--- src/rtl/uart_wb_bridge.sv ---
// UART byte stream to single-beat 32-bit Wishbone master bridge.
// Build option: define UART_WB_BRIDGE_TIMEOUT_EN to add a bus watchdog of TIMEOUT cycles.
//
// state | meaning
// IDLE  | waiting for a command byte ('W' or 'R'), others dropped
// ADDR  | collecting 4 address bytes, MSB first
// DATA  | collecting 4 write-data bytes, MSB first
// BUS   | Wishbone cycle outstanding
// RESP  | sending ACK/NAK or 4 read-data bytes
module uart_wb_bridge #(
  parameter int TIMEOUT = 1023
) (
  input  logic        wb_clk_i,
  input  logic        wb_rst_i,
  input  logic [7:0]  rx_data_i,
  input  logic        rx_valid_i,
  output logic        rx_ready_o,
  output logic [7:0]  tx_data_o,
  output logic        tx_valid_o,
  input  logic        tx_ready_i,
  output logic [31:0] wb_adr_o,
  output logic [31:0] wb_dat_o,
  input  logic [31:0] wb_dat_i,
  output logic [3:0]  wb_sel_o,
  output logic        wb_cyc_o,
  output logic        wb_stb_o,
  output logic        wb_we_o,
  input  logic        wb_ack_i,
  input  logic        wb_err_i,
  output logic        busy_o
);

  typedef enum logic [2:0] {IDLE, ADDR, DATA, BUS, RESP} state_t;

  state_t      state;
  logic        we;
  logic        err;
  logic [1:0]  byte_cnt;
  logic [31:0] rdata;
  logic        rx_fire;
  logic        tx_fire;
  logic        timeout_hit;
  logic        bus_err;
  logic        bus_done;

  assign rx_fire  = rx_valid_i & rx_ready_o;
  assign tx_fire  = tx_valid_o & tx_ready_i;
  assign wb_sel_o = 4'hF;

`ifdef UART_WB_BRIDGE_TIMEOUT_EN
  logic [15:0] timer;
  assign timeout_hit = (timer == 16'(TIMEOUT - 1));
`else
  logic unused_timeout;
  assign unused_timeout = ^16'(TIMEOUT);
  assign timeout_hit    = 1'b0;
`endif

  // err wins over a simultaneous ack
  assign bus_err  = wb_err_i | timeout_hit;
  assign bus_done = wb_ack_i | bus_err;

  always_ff @(posedge wb_clk_i or posedge wb_rst_i) begin
    if (wb_rst_i) begin
      state      <= IDLE;
      we         <= 1'b0;
      err        <= 1'b0;
      byte_cnt   <= 2'd0;
      rdata      <= 32'h0;
      rx_ready_o <= 1'b0;
      tx_data_o  <= 8'h00;
      tx_valid_o <= 1'b0;
      wb_adr_o   <= 32'h0;
      wb_dat_o   <= 32'h0;
      wb_cyc_o   <= 1'b0;
      wb_stb_o   <= 1'b0;
      wb_we_o    <= 1'b0;
      busy_o     <= 1'b0;
`ifdef UART_WB_BRIDGE_TIMEOUT_EN
      timer      <= 16'h0;
`endif
    end else begin
      case (state)
        IDLE: begin
          rx_ready_o <= 1'b1;
          if (rx_fire && (rx_data_i == 8'h57 || rx_data_i == 8'h52)) begin
            we       <= (rx_data_i == 8'h57);
            byte_cnt <= 2'd0;
            busy_o   <= 1'b1;
            state    <= ADDR;
          end
        end
        ADDR: if (rx_fire) begin
          wb_adr_o <= {wb_adr_o[23:0], rx_data_i};
          byte_cnt <= byte_cnt + 2'd1;
          if (byte_cnt == 2'd3) begin
            if (we) begin
              state <= DATA;
            end else begin
              rx_ready_o <= 1'b0;
              wb_cyc_o   <= 1'b1;
              wb_stb_o   <= 1'b1;
              wb_we_o    <= 1'b0;
`ifdef UART_WB_BRIDGE_TIMEOUT_EN
              timer      <= 16'h0;
`endif
              state      <= BUS;
            end
          end
        end
        DATA: if (rx_fire) begin
          wb_dat_o <= {wb_dat_o[23:0], rx_data_i};
          byte_cnt <= byte_cnt + 2'd1;
          if (byte_cnt == 2'd3) begin
            rx_ready_o <= 1'b0;
            wb_cyc_o   <= 1'b1;
            wb_stb_o   <= 1'b1;
            wb_we_o    <= 1'b1;
`ifdef UART_WB_BRIDGE_TIMEOUT_EN
            timer      <= 16'h0;
`endif
            state      <= BUS;
          end
        end
        BUS: begin
`ifdef UART_WB_BRIDGE_TIMEOUT_EN
          timer <= timer + 16'd1;
`endif
          if (bus_done) begin
            wb_cyc_o   <= 1'b0;
            wb_stb_o   <= 1'b0;
            wb_we_o    <= 1'b0;
            err        <= bus_err;
            byte_cnt   <= 2'd0;
            tx_valid_o <= 1'b1;
            state      <= RESP;
            if (bus_err) begin
              tx_data_o <= 8'h15;
            end else if (we) begin
              tx_data_o <= 8'h06;
            end else begin
              tx_data_o <= wb_dat_i[31:24];
              rdata     <= {wb_dat_i[23:0], 8'h00};
            end
          end
        end
        RESP: if (tx_fire) begin
          if (err || we || byte_cnt == 2'd3) begin
            tx_valid_o <= 1'b0;
            rx_ready_o <= 1'b1;
            busy_o     <= 1'b0;
            err        <= 1'b0;
            state      <= IDLE;
          end else begin
            // read data drains from the top of the shift register
            tx_data_o <= rdata[31:24];
            rdata     <= {rdata[23:0], 8'h00};
            byte_cnt  <= byte_cnt + 2'd1;
          end
        end
        default: state <= IDLE;
      endcase
    end
  end

endmodule

--- config.mk ---
export PLATFORM = sky130hd
export DESIGN_NAME = uart_wb_bridge
export DESIGN_NICKNAME = d
export VERILOG_FILES = /design/src/rtl/uart_wb_bridge.sv
export SDC_FILE = /design/constraint.sdc
export NUM_CORES = 1
export LEC_CHECK = 0
export CAP_MARGIN = 20
export CORE_MARGIN = 3
export CORE_UTILIZATION = 40
export DETAILED_ROUTE_END_ITERATION = 6
export GPL_TIMING_DRIVEN = 0
export MAX_ROUTING_LAYER = met4
export PLACE_DENSITY = 0.67
export SLEW_MARGIN = 10
export SYNTH_ARGS = -nofsm -noshare
export SYNTH_HDL_FRONTEND = slang
export SYNTH_SLANG_ARGS = --single-unit
--- constraint.sdc ---
create_clock -name wb_clk_i -period 8 [get_ports wb_clk_i]
set_clock_uncertainty 0.05 [all_clocks]
set_input_delay 2.4 -clock wb_clk_i [delete_from_list [all_inputs] [get_ports wb_clk_i]]
set_output_delay 2.4 -clock wb_clk_i [all_outputs]
set_load 0.02 [all_outputs]
After elaboration in Yosys (flattened, before gate mapping) --
Index checks and enable logic that the tools add are counted.
Operators by class: $add $sub $neg 1, multiply operators 0, divide/modulo/power cells 0, $lt $le $gt $ge 0, equality and inequality tests 20, shift operators 0, muxes and demuxes 52, bitwise logic cells 3, reductions and logical operators 22
Operator list (count):
- $mux 32 | 5
- $pmux 32 s2 | 1
- $mux 8 | 5
- $mux 3 | 8
- $ne 2x2->1 const B | 12
- $mux 1 | 19
- $eq 8x7->1 const B | 2
- $pmux 8 s2 | 1
- $reduce_and 8->1 | 2
- $pmux 3 s5 | 1
- $reduce_and 4->1 | 3
- $reduce_and 6->1 | 2
- $mux 2 | 5
- $pmux 2 s4 | 1
- $reduce_bool 4->1 | 2
- $reduce_and 7->1 | 1
- $eq 3x2->1 const B | 2
- $pmux 1 s2 | 3
- $pmux 1 s3 | 2
- $reduce_and 2->1 | 3
- $pmux 1 s4 | 1
- $reduce_bool 2->1 | 2
- $eq 3x1->1 const B | 1
- $eq 3x3->1 const B | 1
- 10 further kinds | 13
Word-level totals: flip-flop bits (word level) 116, bits in latches 0, memory bits (writable) 0, bits in read-only memories 0, bits of input ports 46, word-level logic and storage cells 111, memories 0

Depth between registers and ports, before layout --
Gate-level depths: netlist (run 1).
depth after elaboration 5, depth in mapped cells 9, gate-level depth less buffers 6

Worst setup path before layout (run 1) --
OpenSTA, ideal clock, no wires.
kind in2reg, start in rx_valid_i, end reg wb_dat_o[0], setup time 0.125 ns, data arrival time 3.519 ns, required time 7.825 ns, slack 4.306 ns, cell stages on the path 4, cells stage by stage nand2_1 nor4b_2 buf_2 mux2_2
On the way: cells in the longest elaborated chain, start to end 2
Ends and longest elaborated chain:
- start, declared | RTL line 16 | input logic rx_valid_i,
- $and 1x1->1 | RTL line 46 | assign rx_fire = rx_valid_i & rx_ready_o;
- $reduce_and 2->1 (no line)
- end signal, assigned | RTL line 112 | wb_dat_o <= {wb_dat_o[23:0], rx_data_i};
- end, declared | RTL line 22 | output logic [31:0] wb_dat_o,
No other way between the ends. A chain may end at the register's enable or synchronous reset.

Final worst setup path (run 1) --
start in rx_valid_i, end reg wb_dat_o[22]
Same word-level chain as after synthesis.

==> results.cfg, run 1 <==
[critical_path]
path_class = input port to register
regToRegSetupSlack_ps = 5910
cp-start-kind = input port
reg2reg_from = byte_cnt[0]$_DFFE_PP0P_
end_kind = register
regToRegEndpoint = rdata[12]$_DFFE_PP0P_
arrival_ps = 4400
crit_fanout = 10
r2r_cells = 8
cp_data_required_time_ps = 8180

[drt]
drt-pass1-iter-count = 5
viasPerCell = 5.01
drc_errors = 0
drtIter0Drc = 157
drtAntennaViolNets = 0
wire_per_inst_um = 16.1
vias = 3330
finalWirelength_um = 10700

[hold_path]
worstHoldStart = rdata[20]$_DFFE_PP0P_
hp-class = register to register
holdPathEnd = rdata[20]$_DFFE_PP0P_
hold_depth = 2

[logic_synthesis]
seq_area_frac_synth_pct = 57.5
synthTopCellsByArea = dfrtp_1, mux2_2, nand2_1
async_reset_ff_share_pct = 100
netlist_area_um2 = 4700
synthFlopType = dfrtp_1
synth.most_common_cell = dfrtp_1
synth_top_cell_by_area = dfrtp_1
ys_warn_count = 0
ys_top_cells_by_count = dfrtp_1, mux2_2, nand2_1, o21ai_1, nor2_1
netlist_instances = 382
synth_edf_count = 0
synth_top_area_share_pct = 57.5
syn_avg_cell_area_um2 = 12.3
synth_cell_types = 45
ys_seq_elements = 108

[global_routing]
grt.total_usage_pct = 17.7
grt_start_max_net_pins = 79
grt_pass1_wl_um = 17700
antenna_found_initial = 0
grt_pass1_vias = 3471
gr-total-overflow = 0

[clock_tree]
root_buffer = clkbuf_16
cts_hold_buf = 0
ctsLongestPathBuffers = 2
clock_sinks = 108
cts-htree-levels = 3
cts_buffers = 9
cts_tree = done
cts_setup_buffers = 0
clkSlewWorstSetupHoldPaths_ps = 70
insertion_delay_ps = 350
cts_resized = 0

[layout]
final_nets = 567
utilization_pct = 57.8
drive_gt1_share_pct = 21.3
antenna_cells = 0
stdcell_count = 665
areaGrowthSynthToFinish_pct = 37.4

[placed_design]
place_ws_ps = 3390
dp_hpwl_um = 8000
gp_congestion = 0.868
dp_cells = 649
io_buffer_count = 123

[power_and_ir_drop]
p_leak_nw = 2.98
ir_drop_mv = 0.193
p_per_area_nw_per_um2 = 346

[floorplan]
die-area_um2 = 13100
row_count = 38
die_y_um = 114
core_um2 = 11200
io_pins = 128
fp.dieW_um = 114
start_util_pct = 42.1

[sta]
finalSetupViolations = 0
rsz0062_at_grt = no
timing.fmax_mhz = 237
slew_viol_final = 0
finalHoldViolations = 0
slew_headroom_pct = 57.6
max_slew.worst_pin.slew_ps = 636
min_period_over_period_pct = 52.8
fin_setup_tns_ps = 0
setup_slack_ps = 3780
period_needed_ps = 4220

[status]
status = finished clean

[job]
cap_violations = 0
==> kinds of logic after synthesis <==
family	count (synthesis)	synth area share (%)
compound gates	64	8.76
simple gates	88	9.05
other cells	1	0.0798
flops	108	57.5
mux	85	19.9
buf+inv	33	4.02
xor+xnor	2	0.373
fa+ha+maj	1	0.266
==> worst max path at each step <==
stage                     startpoint                  endpoint  slack [ps]  cells after the start
after global placement      wb_rst_i  wb_dat_o[24]$_DFFE_PP0P_        1100                      2
after detailed placement  rx_valid_i  wb_dat_o[22]$_DFFE_PP0P_        3390                      5
after floorplan             wb_rst_i        busy_o$_DFFE_PP0P_        2700                      1
after CTS                 rx_valid_i  wb_dat_o[22]$_DFFE_PP0P_        3760                      5
final                     rx_valid_i  wb_dat_o[22]$_DFFE_PP0P_        3780                      5
after global routing      rx_valid_i  wb_dat_o[22]$_DFFE_PP0P_        3680                      5
==> state kept, by name (all words and copies together), names as in the netlist, 2 cells and up <==
register	cells
rdata	24
wb_adr_o	32
state	3
wb_dat_o	32
byte_cnt	2
tx_data_o	8
==> per-stage QoR <==
stage	area [µm²]	power (W)	hold WS, ps
final	6460	0.00223	436
after global routing	6460	0.00237	460
after CTS	6460	0.00226	441
after detailed placement	6150	0.00180	424
after global placement	6120	0.00178	418
after floorplan	4710	0.00138	400
==> final cells by class <==
type / instances / area [µm²]
well taps: 140 / 175
clock buffers: 10 / 239
plain buffers: 28 / 170
fillers: 951 / 4710
multi-input cells: 244 / 1820
clock inverters: 6 / 70.1
flip-flops and latches: 108 / 2700
inverters: 5 / 23.8
repair buffers: 124 / 1260
==> where the power goes <==
group / internal [W] / switching (W) / leakage (nW) / total, W
registers: 0.000745 / 0.000134 / 1.39 / 0.000879
clock network: 0.000253 / 0.000202 / 0.142 / 0.000455
logic: 0.000462 / 0.000436 / 1.45 / 0.000898
==> routing by layer <==
metal  vias to the layer above  share of wire [%]  GRT usage, %
met5                         -                  0             -
met4                         0               0.80          3.80
met3                         7                5.0          4.60
met2                        82                 51          29.3
met1                      1617                 43          22.1
li1                       1624                  -             -
==> cells in the final DEF (no fill, tap or decap), drive strengths merged, types with 3 or more instances in the layout <==
cell type / count
clkbuf: 17
a31oi: 6
a21oi: 8
clkinvlp: 3
o21ai: 30
mux2i: 16
conb: 4
mux2: 69
clkdlybuf4s50: 123
or3: 3
dfrtp: 108
nand3: 7
a21o: 4
nor3: 5
nor2: 19
buf: 22
nand3b: 3
nand2: 43
inv: 7
==> critical path, cell delays in order <==
cell and delay [ps]:
clkdlybuf4s50_1 510, nand2_1 190, nor4b_2 570, buf_2 360, mux2_2 370
Note: power is estimated with default switching activity, not from simulation.
==> inputs of run 2 (changes only) <==
PLACE_DENSITY = 0.7   (was 0.67)
clock period = 3.5 ns   (was 8 ns; I/O delays follow)
==> results.cfg, run 2 (synthesized netlist as in run 1, its figures left out) <==
[status]
status = finished clean

[drt]
drt-pass1-iter-count = 4
vias = 3340
viasPerCell = 5.02
drtAntennaViolNets = 0
drc_errors = 0
finalWirelength_um = 10700
wire_per_inst_um = 16.1
drtIter0Drc = 131

[power_and_ir_drop]
p_per_area_nw_per_um2 = 784
ir_drop_mv = 0.533
p_leak_nw = 2.99

[critical_path]
end_kind = register
path_class = input port to register
arrival_ps = 3040
cp-start-kind = input port
cp_data_required_time_ps = 3670
crit_fanout = 10

[floorplan]
io_pins = 128
start_util_pct = 42.1
row_count = 38
die-area_um2 = 13100
die_y_um = 114
core_um2 = 11200
fp.dieW_um = 114

[global_routing]
grtUsageMet1_pct = 22.7
grt_pass1_wl_um = 17200
grt_use_met3_pct = 3.01
grt.total_usage_pct = 16.9
antenna_found_initial = 0
grt_pass1_vias = 3342
met2_usage_pct = 27.2
gr-total-overflow = 0
grt-busiest-layer = met2
grt_start_max_net_pins = 36

[layout]
drive_gt1_share_pct = 21.5
utilization_pct = 57.9
final_common_cell = clkdlybuf4s50_1
areaGrowthSynthToFinish_pct = 37.7
layout_common_cells = clkdlybuf4s50_1, dfrtp_1, mux2_2
top_regs = wb_adr_o x32, wb_dat_o x32, rdata x24
final_nets = 569
antenna_cells = 0

[clock_tree]
cts_tree = done
cts_setup_buffers = 0
clkSlewWorstSetupHoldPaths_ps = 70
clock_sinks = 108
root_buffer = clkbuf_16
ctsLongestPathBuffers = 2
cts-htree-levels = 3
cts_hold_buf = 0
cts_buffers = 9
insertion_delay_ps = 340
cts_resized = 0

[sta]
finalHoldViolations = 0
period_needed_ps = 2870
slew_headroom_pct = 59.0
min_period_over_period_pct = 81.9
max_slew.worst_pin.slew_ps = 614
rsz0062_at_grt = no
fin_setup_tns_ps = 0
timing.fmax_mhz = 349
finalSetupViolations = 0
slew_viol_final = 0

[hold_path]
hp-class = register to register

[placed_design]
gp_congestion = 0.856
io_buffer_count = 123
dp_hpwl_um = 8130

[job]
cap_violations = 0
run 2: changes by cell type in the layout (fill, tap and decap cells not counted):
cell        previous run  this run
buf_12                 0         3
clkinv_2               0         2
inv_6                  3         1
buf_16                 1         0
clkbuf_8               1         0
clkinv_4               0         1
clkinvlp_4             3         2
run 2: worst max-delay path, cell delays in order:
cell and delay [ps]:
clkdlybuf4s50_1 550, nand2_1 220, nor4b_2 510, buf_2 340, mux2_2 370
run 2: cell type report:
class	count	area, µm²
plain buffers	28	170
clock buffers	9	225
clock inverters	6	65.1
fillers	953	4700
inverters	5	22.5
multi-input cells	244	1820
flip-flops and latches	108	2700
well taps	140	175
repair buffers	126	1290
run 2: worst paths after layout:
kind                                    startpoint                       end  slack (ps)  cells past startpoint
min in group asynchronous                 wb_rst_i     rdata[14]$_DFFE_PP0P_         990                      2
min reg2reg                  rdata[28]$_DFFE_PP0P_     rdata[28]$_DFFE_PP0P_         430                      2
max in group asynchronous                 wb_rst_i  wb_dat_o[30]$_DFFE_PP0P_        1690                      4
max                                     rx_valid_i   wb_dat_o[8]$_DFFE_PP0P_         630                      5
max reg2reg                byte_cnt[0]$_DFFE_PP0P_     rdata[12]$_DFFE_PP0P_        1410                      8
min                          rdata[28]$_DFFE_PP0P_     rdata[28]$_DFFE_PP0P_         430                      2
run 2: metal layers:
layer	wire length, µm	vias up
li1	-	1614
met1	4820	1645
met2	5420	74
met3	383	7
met4	71	0
met5	0	-
run 2: power breakdown:
part / internal (W) / leakage [nW] / switching (W)
Sequential: 0.00170 / 1.39 / 0.000311
Combinational: 0.00106 / 1.46 / 0.00100
Clock: 0.000552 / 0.142 / 0.000446
run 2: metrics by stage:
stage / instances / hold slack, ps / power, W / setup slack, ps / instance area, µm²
finish: 666 / 435 / 0.00507 / 632 / 6470
global route: 666 / 476 / 0.00536 / 460 / 6470
CTS: 666 / 440 / 0.00514 / 621 / 6470
detailed placement: 651 / 423 / 0.00412 / 281 / 6180
global placement: 648 / 417 / 0.00406 / 34.5 / 6120
floorplan: 385 / 400 / 0.00317 / 1100 / 4710
